## config.mk

```make
export PLATFORM = sky130hd
export DESIGN_NAME = fric_client_regbus_flat
export DESIGN_NICKNAME = d
export VERILOG_FILES = /design/src/rtl/fric_client_regbus_if.sv /design/src/rtl/fric_client_regbus.sv /design/src/flat_wrapper.sv
export SDC_FILE = /design/constraint.sdc
export NUM_CORES = 1
export LEC_CHECK = 0
export BUFFER_PORTS_ARGS = -buffer_cell sky130_fd_sc_hd__buf_4
export CAP_MARGIN = 20
export CELL_PAD_IN_SITES_DETAIL_PLACEMENT = 0
export CELL_PAD_IN_SITES_GLOBAL_PLACEMENT = 1
export CORE_AREA = 2 2 70 106
export DETAILED_ROUTE_END_ITERATION = 8
export DIE_AREA = 0 0 72 108
export GPL_TIMING_DRIVEN = 0
export PLACE_DENSITY_LB_ADDON = 0.1
export SLEW_MARGIN = 15
export SYNTH_ARGS = -nofsm -noshare
export SYNTH_HDL_FRONTEND = slang
export SYNTH_SLANG_ARGS = --single-unit
```

## constraint.sdc

```tcl
create_clock -name clk -period 1.55 [get_ports clk]
set_input_delay 0.0775 -clock clk [delete_from_list [all_inputs] [get_ports clk]]
set_output_delay 0.0775 -clock clk [all_outputs]
set_load 0.02 [all_outputs]
```

## src/rtl/fric_client_regbus_if.sv

```systemverilog
// Bus bundle between the FRIC switch slave port / register file and the
// fric_client_regbus endpoint. The endpoint uses the slave modport.
interface fric_client_regbus_if;
  logic [7:0]  fric_in;
  logic [7:0]  fric_out;
  logic [7:0]  reg_addr;
  logic [15:0] reg_wdata;
  logic        reg_wr;
  logic        reg_rd;
  logic [15:0] reg_rdata;
  logic        err;
  logic        err_clr;

  modport slave (
    input  fric_in, reg_rdata, err_clr,
    output fric_out, reg_addr, reg_wdata, reg_wr, reg_rd, err
  );

  modport master (
    output fric_in, reg_rdata, err_clr,
    input  fric_out, reg_addr, reg_wdata, reg_wr, reg_rd, err
  );
endinterface

```

## src/rtl/fric_client_regbus.sv

```systemverilog
// FRIC slave endpoint: decodes write/read request packets from the switch into
// single-cycle register bus accesses and returns write acks / read replies.
module fric_client_regbus #(
  parameter logic [3:0] ACK_W_TYPE = 4'h4,
  parameter logic [3:0] ACK_R_TYPE = 4'h5
) (
  input  logic                  clk,
  input  logic                  rst,
  fric_client_regbus_if.slave   bus
);

  localparam logic [3:0] IDLE  = 4'd0;
  localparam logic [3:0] ADDR  = 4'd1;
  localparam logic [3:0] WD0   = 4'd2;
  localparam logic [3:0] WD1   = 4'd3;
  localparam logic [3:0] WR    = 4'd4;
  localparam logic [3:0] RD    = 4'd5;
  localparam logic [3:0] RWAIT = 4'd6;
  localparam logic [3:0] ACK0  = 4'd7;
  localparam logic [3:0] ACK1  = 4'd8;
  localparam logic [3:0] ACK2  = 4'd9;
  localparam logic [3:0] ACK3  = 4'd10;
  localparam logic [3:0] DRAIN = 4'd11;

  localparam logic [3:0] REQ_WR = 4'h2;
  localparam logic [3:0] REQ_RD = 4'h3;

  logic [3:0]  state;
  logic [7:0]  fric_inr;
  logic        is_rd;
  logic [15:0] rbuf;

  // Every output is a flop, so each transition loads the value the *next*
  // state presents; fric_out and the strobes default to 0 and are only
  // raised on the transitions that need them.
  always_ff @(posedge clk or negedge rst) begin
    if (!rst) begin
      state         <= IDLE;
      fric_inr      <= 8'h00;
      is_rd         <= 1'b0;
      rbuf          <= 16'h0000;
      bus.fric_out  <= 8'h00;
      bus.reg_addr  <= 8'h00;
      bus.reg_wdata <= 16'h0000;
      bus.reg_wr    <= 1'b0;
      bus.reg_rd    <= 1'b0;
      bus.err       <= 1'b0;
    end else begin
      // NOTE: sequential state uses non-blocking assignments only; the
      // defaults below are overridden later in the same block, and the last
      // non-blocking assignment to a signal wins.
      fric_inr     <= bus.fric_in;
      bus.fric_out <= 8'h00;
      bus.reg_wr   <= 1'b0;
      bus.reg_rd   <= 1'b0;
      if (bus.err_clr) bus.err <= 1'b0;

      case (state)
        IDLE: begin
          if (fric_inr[7:4] == REQ_WR || fric_inr[7:4] == REQ_RD) begin
            is_rd <= fric_inr[4];
            state <= ADDR;
          end else if (fric_inr[7:4] != 4'h0) begin
            // Set is assigned after the clear above, so it wins.
            bus.err <= 1'b1;
            state   <= DRAIN;
          end
        end
        ADDR: begin
          bus.reg_addr <= fric_inr;
          if (is_rd) begin
            bus.reg_rd <= 1'b1;
            state      <= RD;
          end else begin
            state <= WD0;
          end
        end
        WD0: begin
          bus.reg_wdata[7:0] <= fric_inr;
          state              <= WD1;
        end
        WD1: begin
          bus.reg_wdata[15:8] <= fric_inr;
          bus.reg_wr          <= 1'b1;
          state               <= WR;
        end
        WR: begin
          bus.fric_out <= {ACK_W_TYPE, 4'h0};
          state        <= ACK0;
        end
        RD: begin
          state <= RWAIT;
        end
        RWAIT: begin
          rbuf         <= bus.reg_rdata;
          bus.fric_out <= {ACK_R_TYPE, 4'h0};
          state        <= ACK0;
        end
        ACK0: begin
          bus.fric_out <= bus.reg_addr;
          state        <= ACK1;
        end
        ACK1: begin
          if (is_rd) begin
            bus.fric_out <= rbuf[7:0];
            state        <= ACK2;
          end else begin
            state <= IDLE;
          end
        end
        ACK2: begin
          bus.fric_out <= rbuf[15:8];
          state        <= ACK3;
        end
        ACK3: begin
          state <= IDLE;
        end
        DRAIN: begin
          // Swallow the rest of a rejected packet so its payload bytes are
          // never mistaken for headers.
          if (fric_inr == 8'h00) state <= IDLE;
        end
        default: begin
          state <= IDLE;
        end
      endcase
    end
  end

endmodule

```

## src/flat_wrapper.sv

```systemverilog
// flat-port wrapper written by rule: the top's interface ports become plain ports
module fric_client_regbus_flat 
#(
  parameter logic [3:0] ACK_W_TYPE = 4'h4,
  parameter logic [3:0] ACK_R_TYPE = 4'h5
)
  (clk, rst, bus_fric_in, bus_reg_rdata, bus_err_clr, bus_fric_out, bus_reg_addr, bus_reg_wdata, bus_reg_wr, bus_reg_rd, bus_err);
  fric_client_regbus_if bus_i ();
  input  logic clk;
  input  logic rst;
  input wire logic [$bits(bus_i.fric_in)-1:0] bus_fric_in;
  input wire logic [$bits(bus_i.reg_rdata)-1:0] bus_reg_rdata;
  input wire logic [$bits(bus_i.err_clr)-1:0] bus_err_clr;
  output wire logic [$bits(bus_i.fric_out)-1:0] bus_fric_out;
  output wire logic [$bits(bus_i.reg_addr)-1:0] bus_reg_addr;
  output wire logic [$bits(bus_i.reg_wdata)-1:0] bus_reg_wdata;
  output wire logic [$bits(bus_i.reg_wr)-1:0] bus_reg_wr;
  output wire logic [$bits(bus_i.reg_rd)-1:0] bus_reg_rd;
  output wire logic [$bits(bus_i.err)-1:0] bus_err;
  assign bus_i.fric_in = bus_fric_in;
  assign bus_i.reg_rdata = bus_reg_rdata;
  assign bus_i.err_clr = bus_err_clr;
  assign bus_fric_out = bus_i.fric_out;
  assign bus_reg_addr = bus_i.reg_addr;
  assign bus_reg_wdata = bus_i.reg_wdata;
  assign bus_reg_wr = bus_i.reg_wr;
  assign bus_reg_rd = bus_i.reg_rd;
  assign bus_err = bus_i.err;
  fric_client_regbus #(.ACK_W_TYPE(ACK_W_TYPE), .ACK_R_TYPE(ACK_R_TYPE)) u_core (.clk(clk), .rst(rst), .bus(bus_i));
endmodule
```

# Yosys cells after proc, flatten, opt, wreduce, memory -nomap -nowiden

Index checks and enable logic that the tools add are counted.

Bits in registers: 64
Bits of input ports: 27
Output and inout bits: 35
Logic and storage cells: 47

Equal/unequal tests: 14
Multiplexer cells: 15
Reduce and logical (&&, ||, !) cells: 7

Operator list:

| cell                                                  | number |
|---|---|
| one-hot mux 4 bit (10 select lines)                   | 1 |
| one-hot mux 8 bit (5 select lines)                    | 1 |
| == test 4 x 2 -> 1 bit, second input constant         | 4 |
| == test 4 x 3 -> 1 bit, second input constant         | 4 |
| 2-to-1 mux 4 bit                                      | 4 |
| == test 4 bit, second input constant                  | 3 |
| logical NOT 8 bit                                     | 1 |
| 2-to-1 mux 8 bit                                      | 1 |
| 2-to-1 mux 1 bit                                      | 7 |
| == test 4 x 1 -> 1 bit, second input constant         | 1 |
| logical NOT 4 bit                                     | 1 |
| AND reduction 2 bit                                   | 2 |
| nonzero test 4 bit                                    | 1 |
| 2-to-1 mux 3 bit                                      | 1 |
| inequality test 3 x 1 -> 1 bit, second input constant | 1 |
| inequality test 2 x 1 -> 1 bit, second input constant | 1 |
| OR reduction 2 bit                                    | 1 |
| logical OR 1 bit                                      | 1 |

# Depth between registers and ports, before layout

Depth after elaboration: 4
Mapped depth: 5
Depth with buffers taken out: 4

# Worst setup path before layout

No wires, ideal clock.

Path kind: reg2reg
Start point: reg u_core.state[3]
End point: reg u_core.rbuf[10]
Library setup time: 127 ps
Data arrival time: 1369 ps
Required time: 1423 ps
Path slack: 53 ps
Cell stages (with the launch flop): 5
Path buffers: 1
Clock period less this slack: 1497 ps
Cell sequence: dfrtp_1 -> nand2b_2 -> nor2_4 -> buf_6 -> mux2_1

Word-level cells in the longest chain between the ends: 1

RTL lines:

| element                | RTL line                 | source |
|---|---|---|
| start, declared        | fric_client_regbus.sv:28 | `logic [3:0] state;` |
| start signal, assigned | fric_client_regbus.sv:38 | `state <= IDLE;` |
| start signal, assigned | fric_client_regbus.sv:62 | `state <= ADDR;` |
| start signal, assigned | fric_client_regbus.sv:66 | `state <= DRAIN;` |
| == test 4 x 3 -> 1 bit | fric_client_regbus.sv:58 | `case (state)` |
| end signal, assigned   | fric_client_regbus.sv:95 | `rbuf <= bus.reg_rdata;` |
| end, declared          | fric_client_regbus.sv:31 | `logic [15:0] rbuf;` |

Every way passes these cells.
A chain may end at the register's enable or synchronous reset.

# Final worst setup path

Start point: reg u_core.state[3]
End point: reg u_core.rbuf[7]

The elaborated chain is that of the path after synthesis.

==> report_table.html <==
<table>
<tr><th>Metric</th><th>Value</th></tr>
<tr><th colspan="2">Yosys</th></tr>
<tr><td>Count of distinct cell types in the synthesized netlist</td><td>32</td></tr>
<tr><td>FFs w/ async S/R, synth</td><td>100%</td></tr>
<tr><td>Synthesized area</td><td>2550 sq um</td></tr>
<tr><td>Sequential share of the synthesized area</td><td>62.8%</td></tr>
<tr><td>Main area contributors after synthesis</td><td>sky130_fd_sc_hd__dfrtp_1 (63%), sky130_fd_sc_hd__mux2_2 (14%), sky130_fd_sc_hd__mux2_1 (4.0%)</td></tr>
<tr><td>Commonest register cell after synthesis</td><td>sky130_fd_sc_hd__dfrtp_1</td></tr>
<tr><td>Synthesized instance count</td><td>173</td></tr>
<tr><td>Number of flops mapped to enable cells by yosys</td><td>0</td></tr>
<tr><td>Largest area contributor in the synthesized netlist</td><td>sky130_fd_sc_hd__dfrtp_1</td></tr>
<tr><td>Syn_area_per_cell</td><td>14.7 sq um</td></tr>
<tr><td>Most used standard cells in the synthesized netlist</td><td>sky130_fd_sc_hd__dfrtp_1 (64), sky130_fd_sc_hd__mux2_2 (32), sky130_fd_sc_hd__mux2_1 (9), sky130_fd_sc_hd__nand2_1 (9), sky130_fd_sc_hd__inv_1 (7)</td></tr>
<tr><td>Post-synth top area share</td><td>62.8%</td></tr>
<tr><td>Flop and latch count out of synthesis</td><td>64</td></tr>
<tr><td>Net count of the mapped netlist</td><td>200</td></tr>
<tr><td>Number of warning messages in the yosys log</td><td>0</td></tr>
<tr><td>Most common cell in the synthesized netlist</td><td>sky130_fd_sc_hd__dfrtp_1</td></tr>
<tr><th colspan="2">Floorplanning</th></tr>
<tr><td># rows</td><td>37</td></tr>
<tr><td>Die boundary width</td><td>72 um</td></tr>
<tr><td>Overall die height</td><td>108 um</td></tr>
<tr><td>Placeable core area</td><td>6810 sq um</td></tr>
<tr><td>Floorplan die area</td><td>7780 sq um</td></tr>
<tr><td>Starting Density</td><td>37.5%</td></tr>
<tr><td>I/O pin count</td><td>62</td></tr>
<tr><th colspan="2">Routing</th></tr>
<tr><td>Amount of wire on met2 after detailed routing</td><td>2740 um</td></tr>
<tr><td>Wire length on met1</td><td>2400 um</td></tr>
<tr><td>Average wire per standard cell</td><td>15.2 um</td></tr>
<tr><td>Post-detailed-route count of antenna-violating nets</td><td>0</td></tr>
<tr><td>Drc violations</td><td>0</td></tr>
<tr><td>Amount of wire on met3 after detailed routing</td><td>244 um</td></tr>
<tr><td>Detailed-route via count</td><td>1,766</td></tr>
<tr><td>Iter 0 DRT Violations</td><td>128</td></tr>
<tr><td>Length of the first detailed-routing pass in iterations</td><td>4</td></tr>
<tr><td>Highest metal used</td><td>met4</td></tr>
<tr><td>Via density</td><td>4.89</td></tr>
<tr><td>Total Wirelength</td><td>5490 um</td></tr>
<tr><th colspan="2">Critical path</th></tr>
<tr><td>Delay of the slowest cell on the worst path</td><td>0.44 ns</td></tr>
<tr><td>List of cells traversed by the critical path</td><td>nand2b_2 -&gt; nor2_4 -&gt; buf_6 -&gt; mux2_1</td></tr>
<tr><td>CP Class</td><td>flip-flop to flip-flop</td></tr>
<tr><td>CP Data Arrival Time</td><td>1.71 ns</td></tr>
<tr><td>Critical-path top delay cell</td><td>sky130_fd_sc_hd__dfrtp_2</td></tr>
<tr><td>Nature of the critical path endpoint</td><td>flip-flop</td></tr>
<tr><td>Peak fanout along the critical path</td><td>10</td></tr>
<tr><td>Startpoint Class</td><td>flip-flop</td></tr>
<tr><td>Data required time at the worst endpoint</td><td>1.76 ns</td></tr>
<tr><th colspan="2">Place</th></tr>
<tr><td>Detailed Place HPWL</td><td>3700 um</td></tr>
<tr><td>Post-place setup slack</td><td>-0.143 ns</td></tr>
<tr><td>Input/output buffers</td><td>61</td></tr>
<tr><td>Placed instance count</td><td>312</td></tr>
<tr><td>Final GP Congestion</td><td>0.750</td></tr>
<tr><th colspan="2">Timing</th></tr>
<tr><td>F_max</td><td>669 MHz</td></tr>
<tr><td>Number of setup violations in the final report</td><td>0</td></tr>
<tr><td>Hold Violations, Final</td><td>0</td></tr>
<tr><td>Slack of the critical path</td><td>0.0559 ns</td></tr>
<tr><td>Transition time at the pin with the least slew margin</td><td>0.782 ns</td></tr>
<tr><td>Final clock skew</td><td>0.00901 ns</td></tr>
<tr><td>Final Max Tran Viols</td><td>0</td></tr>
<tr><td>Post-layout minimum cycle time</td><td>1.49 ns</td></tr>
<tr><td>Max_slew headroom</td><td>47.9%</td></tr>
<tr><td>Min Hold Slack</td><td>0.366 ns</td></tr>
<tr><td>Final cycle utilization of the critical path</td><td>96.4%</td></tr>
<tr><td>Setup repair after global routing missed its margin</td><td>no</td></tr>
<tr><th colspan="2">Final layout</th></tr>
<tr><td>Fraction of layout instances using a drive strength above 1</td><td>47.7%</td></tr>
<tr><td>Antenna Cells</td><td>0</td></tr>
<tr><td>Synthesis-to-finish area growth</td><td>43.8%</td></tr>
<tr><td>Total of fill cells in the finished design</td><td>571</td></tr>
<tr><td>Count of placed standard cells in the final layout, fillers left out</td><td>361</td></tr>
<tr><td>Sequential cell area in the final layout</td><td>1600 sq um</td></tr>
<tr><td>Net count of the finished layout</td><td>306</td></tr>
<tr><td>Area of the multi-input gates</td><td>892 sq um</td></tr>
<tr><th colspan="2">CTS</th></tr>
<tr><td>Number of buffers created by CTS</td><td>9</td></tr>
<tr><td>Root buffer cell</td><td>sky130_fd_sc_hd__clkbuf_8</td></tr>
<tr><td>Clk Latency, worst-skew pair</td><td>0.33 ns</td></tr>
<tr><td>CTS H-Tree Depth</td><td>3</td></tr>
<tr><td>Worst-path clk slew</td><td>0.07 ns</td></tr>
<tr><td>Total number of clock tree sinks</td><td>64</td></tr>
<tr><td>CTS max path bufs</td><td>2</td></tr>
<tr><td>Clock tree from TritonCTS</td><td>yes</td></tr>
<tr><th colspan="2">Power and ir drop</th></tr>
<tr><td>Tot Pwr</td><td>0.00735 W</td></tr>
<tr><td>Total power density per cell area</td><td>2000 nW/um^2</td></tr>
<tr><td>Peak supply drop</td><td>0.00103 V</td></tr>
<tr><td>Leak pwr</td><td>1.70 nW</td></tr>
<tr><th colspan="2">GRT</th></tr>
<tr><td>Overall Global Routing Usage</td><td>15.5%</td></tr>
<tr><td>Number of antenna violations at the first check in global routing</td><td>0</td></tr>
<tr><td>Total global routing overflow</td><td>0</td></tr>
<tr><td>Wire length of the first global-routing pass</td><td>9040 um</td></tr>
<tr><td>Number of global-route vias before repair</td><td>1,832</td></tr>
<tr><td>Pin count of the biggest net entering global routing</td><td>65</td></tr>
<tr><th colspan="2">Hold path</th></tr>
<tr><td>Worst Hold Class</td><td>input pin to asynchronous set/reset pin</td></tr>
<tr><th colspan="2">Status</th></tr>
<tr><td>Outcome</td><td>finished, final reports clean</td></tr>
<tr><th colspan="2">Run</th></tr>
<tr><td>Number of max-capacitance violations reported</td><td>0</td></tr>
</table>
logic make-up after synthesis:
group                  synth area share [%]
buffers and inverters                  2.80
AO/OA/AOI/OAI                          6.77
multiplexers                           18.5
flip-flops                             62.8
AND/OR/NAND/NOR                        9.17
critical path: cells and delay by family (launching register included):
family        cells  cell delay (ns)
simple gates      2             0.42
buf+inv           1             0.18
mux               1             0.33
flops             1             0.44
cells in the final DEF (no fill, tap or decap), drive strengths merged, types with 4 or more instances in the layout:
master	n
clkinv	4
nor3	4
buf	74
mux2	41
a222oi	6
dlygate4sd3	26
nand2b	4
clkbuf	9
dfrtp	64
o21ai	6
nand2	9
nor2	7
inv	7
power breakdown:
| group | total, W | leakage [nW] | switching [W] | internal, W |
|---|---|---|---|---|
| sequential | 0.00281 | 0.777 | 0.000435 | 0.00238 |
| clock | 0.00135 | 0.0948 | 0.000624 | 0.000727 |
| combinational | 0.00319 | 0.827 | 0.00153 | 0.00166 |
| total | 0.00735 | 1.70 | 0.00259 | 0.00476 |
registers in the layout, summed over array words and instances (netlist names):
name,flops
u_core.bus.fric_out,8
u_core.is_rd,1
u_core.bus.reg_wdata,16
u_core.fric_inr,8
u_core.rbuf,16
u_core.bus.reg_addr,8
u_core.state,4
u_core.bus.reg_wr,1
u_core.bus.reg_rd,1
u_core.bus.err,1
through the flow:
stage | instance area (sq um) | utilization [%] | TNS [ns]
detailed placement | 3110 | 45.7 | -3.87
global placement | 3110 | 45.7 | -3.99
floorplan | 2550 | - | 0
global route | 3670 | 53.9 | 0
CTS | 3650 | 53.6 | 0
finish | 3670 | 53.9 | 0
final cells by class:
type                    count  area share (%)
plain buffers               5            1.33
well taps                  78            2.66
clock inverters             6            1.67
multi-input cells          97            24.3
clock buffers               9            3.38
repair buffers             95            22.2
flip-flops and latches     64            43.7
inverters                   7           0.716
worst paths after layout:
kind | start | end | slack (ns) | depth (start not counted)
max | u_core.state[3]$_DFFE_PN0P_ | u_core.rbuf[7]$_DFFE_PN0P_ | 0.06 | 4
min | rst | u_core.bus.reg_addr[6]$_DFFE_PN0N_ | 0.37 | 2
max reg2reg | u_core.state[3]$_DFFE_PN0P_ | u_core.rbuf[7]$_DFFE_PN0P_ | 0.06 | 4
min reg2reg | u_core.rbuf[4]$_DFFE_PN0P_ | u_core.bus.fric_out[4]$_DFF_PN0_ | 0.47 | 2
max in group asynchronous | rst | u_core.state[3]$_DFFE_PN0P_ | 0.62 | 2
min in group clk | bus_fric_in[5] | u_core.fric_inr[5]$_DFF_PN0_ | 0.39 | 2
metal layers:
layer | GRT usage (%) | vias to the layer above
met5 | 0 | -
met4 | 8.36 | 0
met3 | 3.26 | 8
met2 | 24.4 | 49
met1 | 20.0 | 868
li1 | - | 841
repair_timing:
action	CTS	global route
hold buffers	26	0
endpoints found under the setup margin	40	32
gates resized for setup	2	5
hold endpoints to repair	89	0
pin swaps	5	1
buffers inserted	7	1
(Power assumes the default switching activity.)
